===== src/rtl/smc777_text_video.sv =====
// SMC-777 text-mode pixel generator: per-cell VRAM code/attr fetch, font ROM lookup, 8-pixel shifter.
// Video and all memory-side outputs are registered; video lags the hc tick by exactly one clk.
module smc777_text_video #(
  parameter int          COLS      = 64,
  parameter int          ROWS      = 25,
  parameter int          HSTART    = 8,
  parameter logic [15:0] VRAM_BASE = 16'h0
) (
  input  logic        clk,
  input  logic        reset,
  input  logic        ce_pix,
  input  logic        scandouble,
  input  logic [9:0]  hc,
  input  logic [9:0]  vc,
  input  logic        vblank,
  output logic        vram_rd,
  output logic [15:0] vram_addr,
  input  logic [7:0]  vram_q,
  output logic [10:0] font_addr,
  input  logic [7:0]  font_q,
  output logic [7:0]  video,
  output logic        fetch_overrun
);

  localparam logic [9:0]  ACTIVE_LINES = 10'(ROWS * 8);
  localparam logic [9:0]  ACTIVE_PIX   = 10'(COLS * 8);
  localparam logic [7:0]  COLS_W       = 8'(COLS);
  localparam logic [10:0] FETCH0       = 11'(HSTART - 8);
  localparam logic [10:0] PIX0         = 11'(HSTART);

  typedef enum logic [2:0] {
    S_IDLE,
    S_CODE,
    S_ATTR,
    S_FONT,
    S_GLYPH,
    S_DONE
  } state_t;

  state_t      r_state;
  logic [2:0]  r_scan;
  logic [7:0]  r_attr;
  logic [7:0]  r_pend_glyph;
  logic [7:0]  r_pend_attr;
  logic [7:0]  r_shift;
  logic [7:0]  r_sh_attr;
  logic [4:0]  r_frame;
  logic        r_vblank_d;

  logic [9:0]  w_line;
  logic        w_active;
  logic [10:0] w_fofs;
  logic        w_fetch_hit;
  logic        w_trigger;
  logic [6:0]  w_row;
  logic [6:0]  w_col;
  logic [15:0] w_cell;
  logic [15:0] w_code_addr;
  logic [10:0] w_xofs;
  logic        w_in_x;
  logic        w_load;
  logic [7:0]  w_glyph;
  logic [7:0]  w_attr;
  logic        w_blank;
  logic        w_on;
  logic [7:0]  w_color;

  assign w_line   = scandouble ? {1'b0, vc[9:1]} : vc;
  assign w_active = (w_line < ACTIVE_LINES);

  // Offsets are taken in 11 bits so an hc below the origin shows up as bit 10 set.
  assign w_fofs      = {1'b0, hc} - FETCH0;
  assign w_fetch_hit = !w_fofs[10] && (w_fofs[2:0] == 3'd0) && ({1'b0, w_fofs[9:3]} < COLS_W);
  assign w_trigger   = ce_pix && w_active && w_fetch_hit;

  assign w_row       = w_line[9:3];
  assign w_col       = w_fofs[9:3];
  assign w_cell      = 16'(w_row) * 16'(COLS) + 16'(w_col);
  assign w_code_addr = VRAM_BASE + (w_cell << 1);

  assign w_xofs = {1'b0, hc} - PIX0;
  assign w_in_x = !w_xofs[10] && (w_xofs[9:0] < ACTIVE_PIX);
  assign w_load = w_in_x && (w_xofs[2:0] == 3'd0);

  // Value the shifter takes on this tick; its MSB is the pixel being emitted now.
  assign w_glyph = w_load ? r_pend_glyph : {r_shift[6:0], 1'b0};
  assign w_attr  = w_load ? r_pend_attr  : r_sh_attr;
  assign w_blank = w_attr[4] & r_frame[4];
  assign w_on    = (w_glyph[7] & ~w_blank) ^ w_attr[3];
  // attr[2] drives red, attr[1] green, attr[0] blue.
  assign w_color = w_on ? {{3{w_attr[2]}}, {3{w_attr[1]}}, {2{w_attr[0]}}} : 8'h00;

  always_ff @(posedge clk) begin
    if (reset) begin
      r_state       <= S_IDLE;
      r_scan        <= 3'd0;
      r_attr        <= 8'h00;
      r_pend_glyph  <= 8'h00;
      r_pend_attr   <= 8'h00;
      r_shift       <= 8'h00;
      r_sh_attr     <= 8'h00;
      r_frame       <= 5'd0;
      r_vblank_d    <= 1'b0;
      vram_rd       <= 1'b0;
      vram_addr     <= 16'h0000;
      font_addr     <= 11'h000;
      video         <= 8'h00;
      fetch_overrun <= 1'b0;
    end else begin
      r_vblank_d <= vblank;
      if (vblank && !r_vblank_d) begin
        r_frame <= r_frame + 5'd1;
      end

      vram_rd <= 1'b0;
      if (w_trigger) begin
        if (r_state != S_IDLE) begin
          fetch_overrun <= 1'b1;
        end
        r_state   <= S_CODE;
        vram_rd   <= 1'b1;
        vram_addr <= w_code_addr;
        r_scan    <= w_line[2:0];
      end else begin
        case (r_state)
          S_CODE: begin
            r_state   <= S_ATTR;
            vram_rd   <= 1'b1;
            vram_addr <= vram_addr + 16'd1;
          end
          S_ATTR: begin
            r_state   <= S_FONT;
            font_addr <= {vram_q, r_scan};
          end
          S_FONT: begin
            r_state <= S_GLYPH;
            r_attr  <= vram_q;
          end
          S_GLYPH: begin
            r_state      <= S_DONE;
            r_pend_glyph <= font_q;
            r_pend_attr  <= r_attr;
          end
          default: r_state <= S_IDLE;
        endcase
      end

      if (ce_pix) begin
        video <= (w_in_x && w_active) ? w_color : 8'h00;
        if (w_in_x) begin
          r_shift   <= w_glyph;
          r_sh_attr <= w_attr;
        end
      end
    end
  end

endmodule


===== config.mk =====
export PLATFORM = sky130hd
export DESIGN_NAME = smc777_text_video
export DESIGN_NICKNAME = d
export VERILOG_FILES = /design/src/rtl/smc777_text_video.sv
export SDC_FILE = /design/constraint.sdc
export NUM_CORES = 1
export LEC_CHECK = 0
export BUFFER_PORTS_ARGS = -buffer_cell sky130_fd_sc_hd__buf_2
export CAP_MARGIN = 20
export CORE_MARGIN = 2
export CORE_UTILIZATION = 40
export CTS_BUF_LIST = sky130_fd_sc_hd__clkbuf_16
export DETAILED_ROUTE_END_ITERATION = 10
export PLACE_DENSITY = 0.7
export SLEW_MARGIN = 20
export SYNTH_ARGS = -nofsm -noshare
export SYNTH_HDL_FRONTEND = slang
export SYNTH_SLANG_ARGS = --single-unit
export TNS_END_PERCENT = 1

===== constraint.sdc =====
create_clock -name clk -period 4.06 [get_ports clk]
set_clock_uncertainty 0.1 [all_clocks]
set_input_delay 0.609 -clock clk [delete_from_list [all_inputs] [get_ports clk]]
set_output_delay 0.609 -clock clk [all_outputs]
set_load 0.02 [all_outputs]

==> impl_metrics.csv, run 1 <==
group,metric,value,unit
global_routing,grt_max_degree,44,
logic_synthesis,yosys_register_bits,74,
timing,relSlewSlack,0.316,
final_layout,area_delta_synth_final,19.4,%
timing,setup_ws,1.38,ns
logic_synthesis,yosys-top-cells-area,"dfxtp_1 43%, mux2i_1 9.8%, nor2_1 6.4%",
logic_synthesis,synth-xor-area-share,0.0709,
timing,tns,0,ns
critical_path,start_kind,"input pin",
placed_design,place.gp.congestion,0.828,
clock_network,cts_tree,"yes",
global_routing,grt_overflow,0,
critical_path,cp.arrival,2.84,ns
final_layout,layout-drive-gt1-share,0.244,
timing,setup_viol_count_final,0,
timing,hold_violations,0,
critical_path,r2r_slack,1.78,ns
status,status,"finished clean",
placed_design,preCtsSetupSlack,1.06,ns
route,drc,0,
power,leakage,1.58,nW
timing,drv_slew,0,
logic_synthesis,synth-adder-area-share,0.0145,
logic_synthesis,synth_warnings,0,
critical_path,r2r_end,"vram_addr[14]$_SDFFE_PP0P_",
timing,worstMarginPinSlew,1.03,ns
clock_network,clk_latency,0.32,ns
min_path,hold_depth,2,
logic_synthesis,syn_nets,418,
clock_network,cts.sinks,74,
global_routing,met3_usage,0.0556,
route,drtPass1Iterations,4,
min_path,hold_path_class,"reg2reg",
clock_network,path_clk_slew,0.05,ns
logic_synthesis,synth_top_area_cell,"dfxtp_1",
power,vdd_drop_max,0.287,mV
floorplanning,io_pins,78,
critical_path,critPathRequiredTime,4.21,ns
clock_network,clockRootBuffer,"clkbuf_16",
logic_synthesis,syn_avg_cell_area,9.27,um^2
route,wl,7.39,mm
route,viasPerCell,5.09,
route,routedWlPerCell,13.5,um
power,powerDensity,401,nW/um^2
route,first_iter_violations,96,
route,antenna_left,0,
run,cap_violations,0,
global_routing,grt_pass1_vias,2673,
global_routing,antenna_found_initial,0,
final_layout,layout.cells.non_filler,547,
min_path,holdPathEnd,"r_scan[0]$_SDFFE_PP0N_",
clock_network,clock_path_buffers,2,
floorplanning,core_area,8300,um^2
logic_synthesis,synthMuxAreaShare,0.126,
placed_design,placedCellCount,531,
logic_synthesis,synth-compound-area-share,0.0973,
clock_network,ctsResizeCount,0,
critical_path,r2r_cells,5,
global_routing,met1_usage,0.191,
global_routing,grt_pass1_wl,12.3,mm
final_layout,num_antenna_cells,0,
critical_path,endpoint_kind,"flop",
floorplanning,start_util,0.417,
logic_synthesis,synth_ff_type,"dfxtp_1",
timing,rsz0062_at_grt,"false",
logic_synthesis,synth_top_family_by_area,"simple AND/OR/NAND/NOR gates",
critical_path,r2r_start,"r_state[0]$_SDFF_PP0_",
floorplanning,die_h,97.0,um
logic_synthesis,synth-seq-area-share,0.428,
global_routing,grt_most_used_layer,"met2",
placed_design,port_buffers,77,
logic_synthesis,synth-simple-area-share,0.206,
logic_synthesis,synth_common_cells,"74 x dfxtp_1, 59 x nor2_1, 37 x nand2_1, 34 x mux2i_1, 17 x xor2_1",
logic_synthesis,async_flop_share,0,
global_routing,met2_usage,0.259,
clock_network,cts_setup_buffers,0,
min_path,min_from,"r_scan[0]$_SDFFE_PP0N_",
floorplanning,die_area,9410,um^2
floorplanning,rows,33,
logic_synthesis,yosysMostFrequentCell,"dfxtp_1",
logic_synthesis,syn_area,3460,um^2
clock_network,cts_buffers,9,
timing,max_clock_freq,373,MHz
route,num_vias,2785,
critical_path,crit_fanout,19,
final_layout,finalNetCount,482,
global_routing,track_usage,0.159,
placed_design,hpwlAfterDp,5.30,mm
timing,finalCriticalPeriod,2.68,ns
clock_network,postCtsHoldBufs,0,
floorplanning,die_w,97.0,um
power,total_power,1.65,mW
logic_synthesis,synth_top_area_frac,0.428,
critical_path,crit_type,"in2reg",
logic_synthesis,synth-edff-count,0,
clock_network,htree_levels,3,
logic_synthesis,synthCells,373,
timing,fin_crit_sh,0.660,
logic_synthesis,ys_types,44,
layer usage:
layer,vias up,wire (um),part of all wire
li1,1422,-,-
met1,1294,3310,0.45
met2,61,3620,0.49
met3,8,348,0.047
met4,0,118,0.016
met5,-,0,0
flip-flops by register name, indices dropped and copies added (netlist names):
name,cells
r_shift,7
r_state,3
font_addr,11
vram_rd,1
r_vblank_d,1
r_frame,5
r_pend_attr,5
r_scan,3
r_attr,5
r_pend_glyph,8
fetch_overrun,1
video,3
vram_addr,16
r_sh_attr,5
cell usage in the layout, fill, tap and decap left out, types with 4 or more instances in the layout:
master     Yosys  layout
a211oi_1      13      13
ha_1           4       4
nand2_1       37      37
clkbuf_16      0       9
a21oi_1       12      12
mux2i_1       34      34
o21ai_0        8       8
nand4_1        9       9
dfxtp_1       74      74
nand3_1       13      13
nor3_1         7       7
nor2b_1        4       4
inv_1          4       5
xnor2_1       11      11
nor2_1        59      59
xor2_1        17      17
buf_2          2      77
mux2_2         7       7
a311oi_1       6       6
kinds of logic after synthesis:
family          count (synthesis)
simple gates                  149
flops                          74
compound gates                 47
mux                            42
buf+inv                        29
xor+xnor                       28
fa+ha+maj                       4
report_power, final:
part           internal [mW]  leakage (nW)  switching, mW  total (mW)
Sequential             0.735         0.598        0.00677       0.742
Combinational         0.0409         0.824         0.0561      0.0971
Clock                  0.531         0.154          0.284       0.815
critical path, stage by stage:
cell and delay (ns):
buf_2 0.24, mux2_2 0.38, o311ai_2 0.58, and2_1 0.66, o21ai_0 0.19, a21oi_1 0.17
how the worst max path moves through the flow:
stage	from	endpoint	slack, ns	cells past startpoint
3_3_place_gp	scandouble	r_attr[3]$_SDFFE_PP0P_	1.14	6
4_1_cts	scandouble	r_attr[4]$_SDFFE_PP0P_	1.39	6
2_1_floorplan	scandouble	vram_addr[11]$_SDFFE_PP0P_	1.56	9
5_1_grt	scandouble	r_attr[1]$_SDFFE_PP0P_	1.14	6
3_5_place_dp	scandouble	r_attr[4]$_SDFFE_PP0P_	1.06	6
6_report	scandouble	r_attr[4]$_SDFFE_PP0P_	1.38	6
through the flow:
step | area [um^2] | hold slack, ns | util
finish | 4130 | 0.357 | 0.497
global route | 4130 | 0.390 | 0.497
CTS | 4120 | 0.355 | 0.497
detailed placement | 3810 | 0.347 | 0.459
global placement | 3810 | 0.342 | 0.459
floorplan | 3460 | 0.332 | -
layout make-up:
cell class	count	area [um^2]
Inverter	4	15.0
Clock inverter	7	83.8
Fill cell	778	4170
Clock buffer	9	225
Multi-Input combinational cell	270	1800
Tap cell	105	131
Timing Repair Buffer	78	393
Sequential cell	74	1480
Note: power is estimated with default switching activity, not from simulation.
==> run 2: changes to the inputs <==
Settings changed: ABC_AREA set to 1, PLACE_DENSITY 0.7 to 0.72.
Clock period 4.06 ns to 2.3 ns, I/O delays scaled along.
==> impl_metrics.csv, run 2 <==
group,metric,value,unit
status,status,"finished clean",
floorplanning,die_h,97.1,um
global_routing,grt_pass1_vias,2878,
global_routing,grt_max_degree,46,
clock_network,cts_buffers,9,
clock_network,postCtsHoldBufs,0,
logic_synthesis,synth_common_cells,"79 x nor2_1, 74 x dfxtp_1, 57 x o21ai_0, 55 x nand2_1, 51 x inv_1",
timing,setup_viol_count_final,0,
floorplanning,io_pins,78,
logic_synthesis,yosys-top-cells-area,"dfxtp_1 43%, nor2_1 8.6%, o21ai_0 8.2%",
logic_synthesis,synth-compound-area-share,0.174,
logic_synthesis,synthMuxAreaShare,0.00975,
logic_synthesis,synth_warnings,0,
logic_synthesis,yosys_register_bits,74,
final_layout,finalNetCount,585,
route,routedWlPerCell,12.2,um
final_layout,regMostFlops,"vram_addr",
final_layout,multi_input_comb_area,1630,um^2
timing,finalCriticalPeriod,1.82,ns
clock_network,cts.sinks,74,
critical_path,cp.arrival,1.95,ns
power,vdd_drop_max,0.495,mV
clock_network,clock_path_buffers,2,
global_routing,grt_pass1_wl,13.2,mm
logic_synthesis,syn_nets,515,
global_routing,antenna_found_initial,0,
timing,worstMarginPinSlew,0.447,ns
placed_design,hpwlAfterDp,5.81,mm
critical_path,critPathRequiredTime,2.43,ns
final_layout,num_antenna_cells,0,
logic_synthesis,synth-adder-area-share,0.0144,
placed_design,placedCellCount,634,
route,wl,7.94,mm
route,drc,0,
logic_synthesis,synth_top_area_frac,0.428,
clock_network,cts_setup_buffers,0,
logic_synthesis,async_flop_share,0,
logic_synthesis,ys_types,39,
timing,rsz0062_at_grt,"false",
logic_synthesis,synthCells,470,
timing,tns,0,ns
critical_path,start_kind,"flop",
final_layout,layout-drive-gt1-share,0.206,
critical_path,crit_fanout,4,
logic_synthesis,synth-xor-area-share,0.0303,
floorplanning,die_area,9420,um^2
clock_network,clk_latency,0.33,ns
timing,hold_violations,0,
logic_synthesis,yosysMostFrequentCell,"nor2_1",
run,cap_violations,0,
route,viasPerCell,4.98,
floorplanning,rows,33,
route,antenna_left,0,
logic_synthesis,syn_area,3460,um^2
clock_network,htree_levels,3,
global_routing,grt_overflow,0,
logic_synthesis,syn_avg_cell_area,7.37,um^2
route,first_iter_violations,149,
logic_synthesis,synth-seq-area-share,0.428,
critical_path,endpoint_kind,"flop",
clock_network,ctsResizeCount,0,
global_routing,track_usage,0.169,
power,powerDensity,674,nW/um^2
timing,fin_crit_sh,0.793,
final_layout,layout_common_cells,"79 x nor2_1, 77 x buf_2, 74 x dfxtp_1",
floorplanning,start_util,0.417,
placed_design,dpl_cell_area,3870,um^2
power,leakage,1.78,nW
route,drtPass1Iterations,6,
final_layout,reg_top3,"vram_addr: 16 flops, font_addr: 11 flops, r_pend_glyph: 8 flops",
power,total_power,2.79,mW
final_layout,fin_area,4140,um^2
final_layout,final.fill_count,833,
final_layout,ff_latch_area,1480,um^2
clock_network,path_clk_slew,0.06,ns
logic_synthesis,synth_top_area_cell,"dfxtp_1",
final_layout,area_delta_synth_final,19.6,%
route,num_vias,3237,
logic_synthesis,synth_top_family_by_area,"simple AND/OR/NAND/NOR gates",
clock_network,cts_tree,"yes",
timing,relSlewSlack,0.699,
placed_design,place.gp.congestion,0.803,
timing,drv_slew,0,
logic_synthesis,synth-edff-count,0,
critical_path,crit_type,"reg2reg",
logic_synthesis,synth_ff_type,"dfxtp_1",
floorplanning,die_w,97.1,um
min_path,hold_path_class,"in2reg",
final_layout,mostFrequentLayoutCell,"nor2_1",
logic_synthesis,synth-simple-area-share,0.243,
final_layout,layout.cells.non_filler,650,
timing,max_clock_freq,549,MHz
clock_network,clockRootBuffer,"clkbuf_16",
floorplanning,core_area,8300,um^2
placed_design,port_buffers,77,
final_layout,largest_reg_flops,16,
[run 2: area by class of cell]
cell class	instances	area share
inverter	55	0.0510
clock inverter	7	0.0109
multi-input combinational	319	0.394
clock buffer	9	0.0543
sequential	74	0.357
timing repair buffer	81	0.100
tap	105	0.0317
[run 2: layer usage]
metal	global-route usage	vias to the layer above	wire [um]
met2	0.270	99	3610
met4	0.0607	0	167
met5	0	-	0
met1	0.219	1443	3620
met3	0.0468	14	539
li1	-	1681	-
[run 2: worst max-delay path, cell delays in order (launching register included)]
cell and delay [ns]:
dfxtp_1 0.41, nand3_1 0.12, nor2_1 0.16, nand3b_1 0.14, nor2_1 0.22, nand2_1 0.08
nor2_1 0.19, nand3b_1 0.15, nand3_1 0.07, nand2_1 0.06, inv_1 0.04
[run 2: cell families (layout without fill, tap and decap cells)]
group,Yosys count,count (layout)
AO/OA/AOI/OAI,114,114
multiplexers,3,3
AND/OR/NAND/NOR,186,186
adder cells (fa/ha/maj),4,4
XOR/XNOR,12,12
buffers and inverters,77,152
flip-flops,74,74
[run 2: final timing paths]
path                                           startpoint                         end  slack [ns]  depth (start not counted)
worst max-delay path            vram_addr[0]$_SDFFE_PP0P_  vram_addr[11]$_SDFFE_PP0P_        0.48                         10
worst min-delay path                               vblank       r_vblank_d$_SDFF_PP0_        0.13                          3
worst max register to register  vram_addr[0]$_SDFFE_PP0P_  vram_addr[11]$_SDFFE_PP0P_        0.48                         10
worst min register to register     r_scan[0]$_SDFFE_PP0N_      r_scan[0]$_SDFFE_PP0N_        0.35                          2
[run 2: stage by stage]
stage                     hold WS (ns)  worst slack [ns]   util
after detailed placement         0.352             0.164  0.467
after global placement           0.344             0.223  0.467
after CTS                        0.132             0.470  0.499
final                            0.134             0.477  0.499
after floorplan                  0.325             0.568      -
after global routing             0.149             0.278  0.499
[run 2: report_power, final]
group	internal (mW)	total (mW)	leakage [nW]	switching, mW
clock	0.725	1.26	0.125	0.540
sequential	1.30	1.32	0.599	0.0122
combinational	0.0811	0.212	1.06	0.131
total	2.11	2.79	1.78	0.683
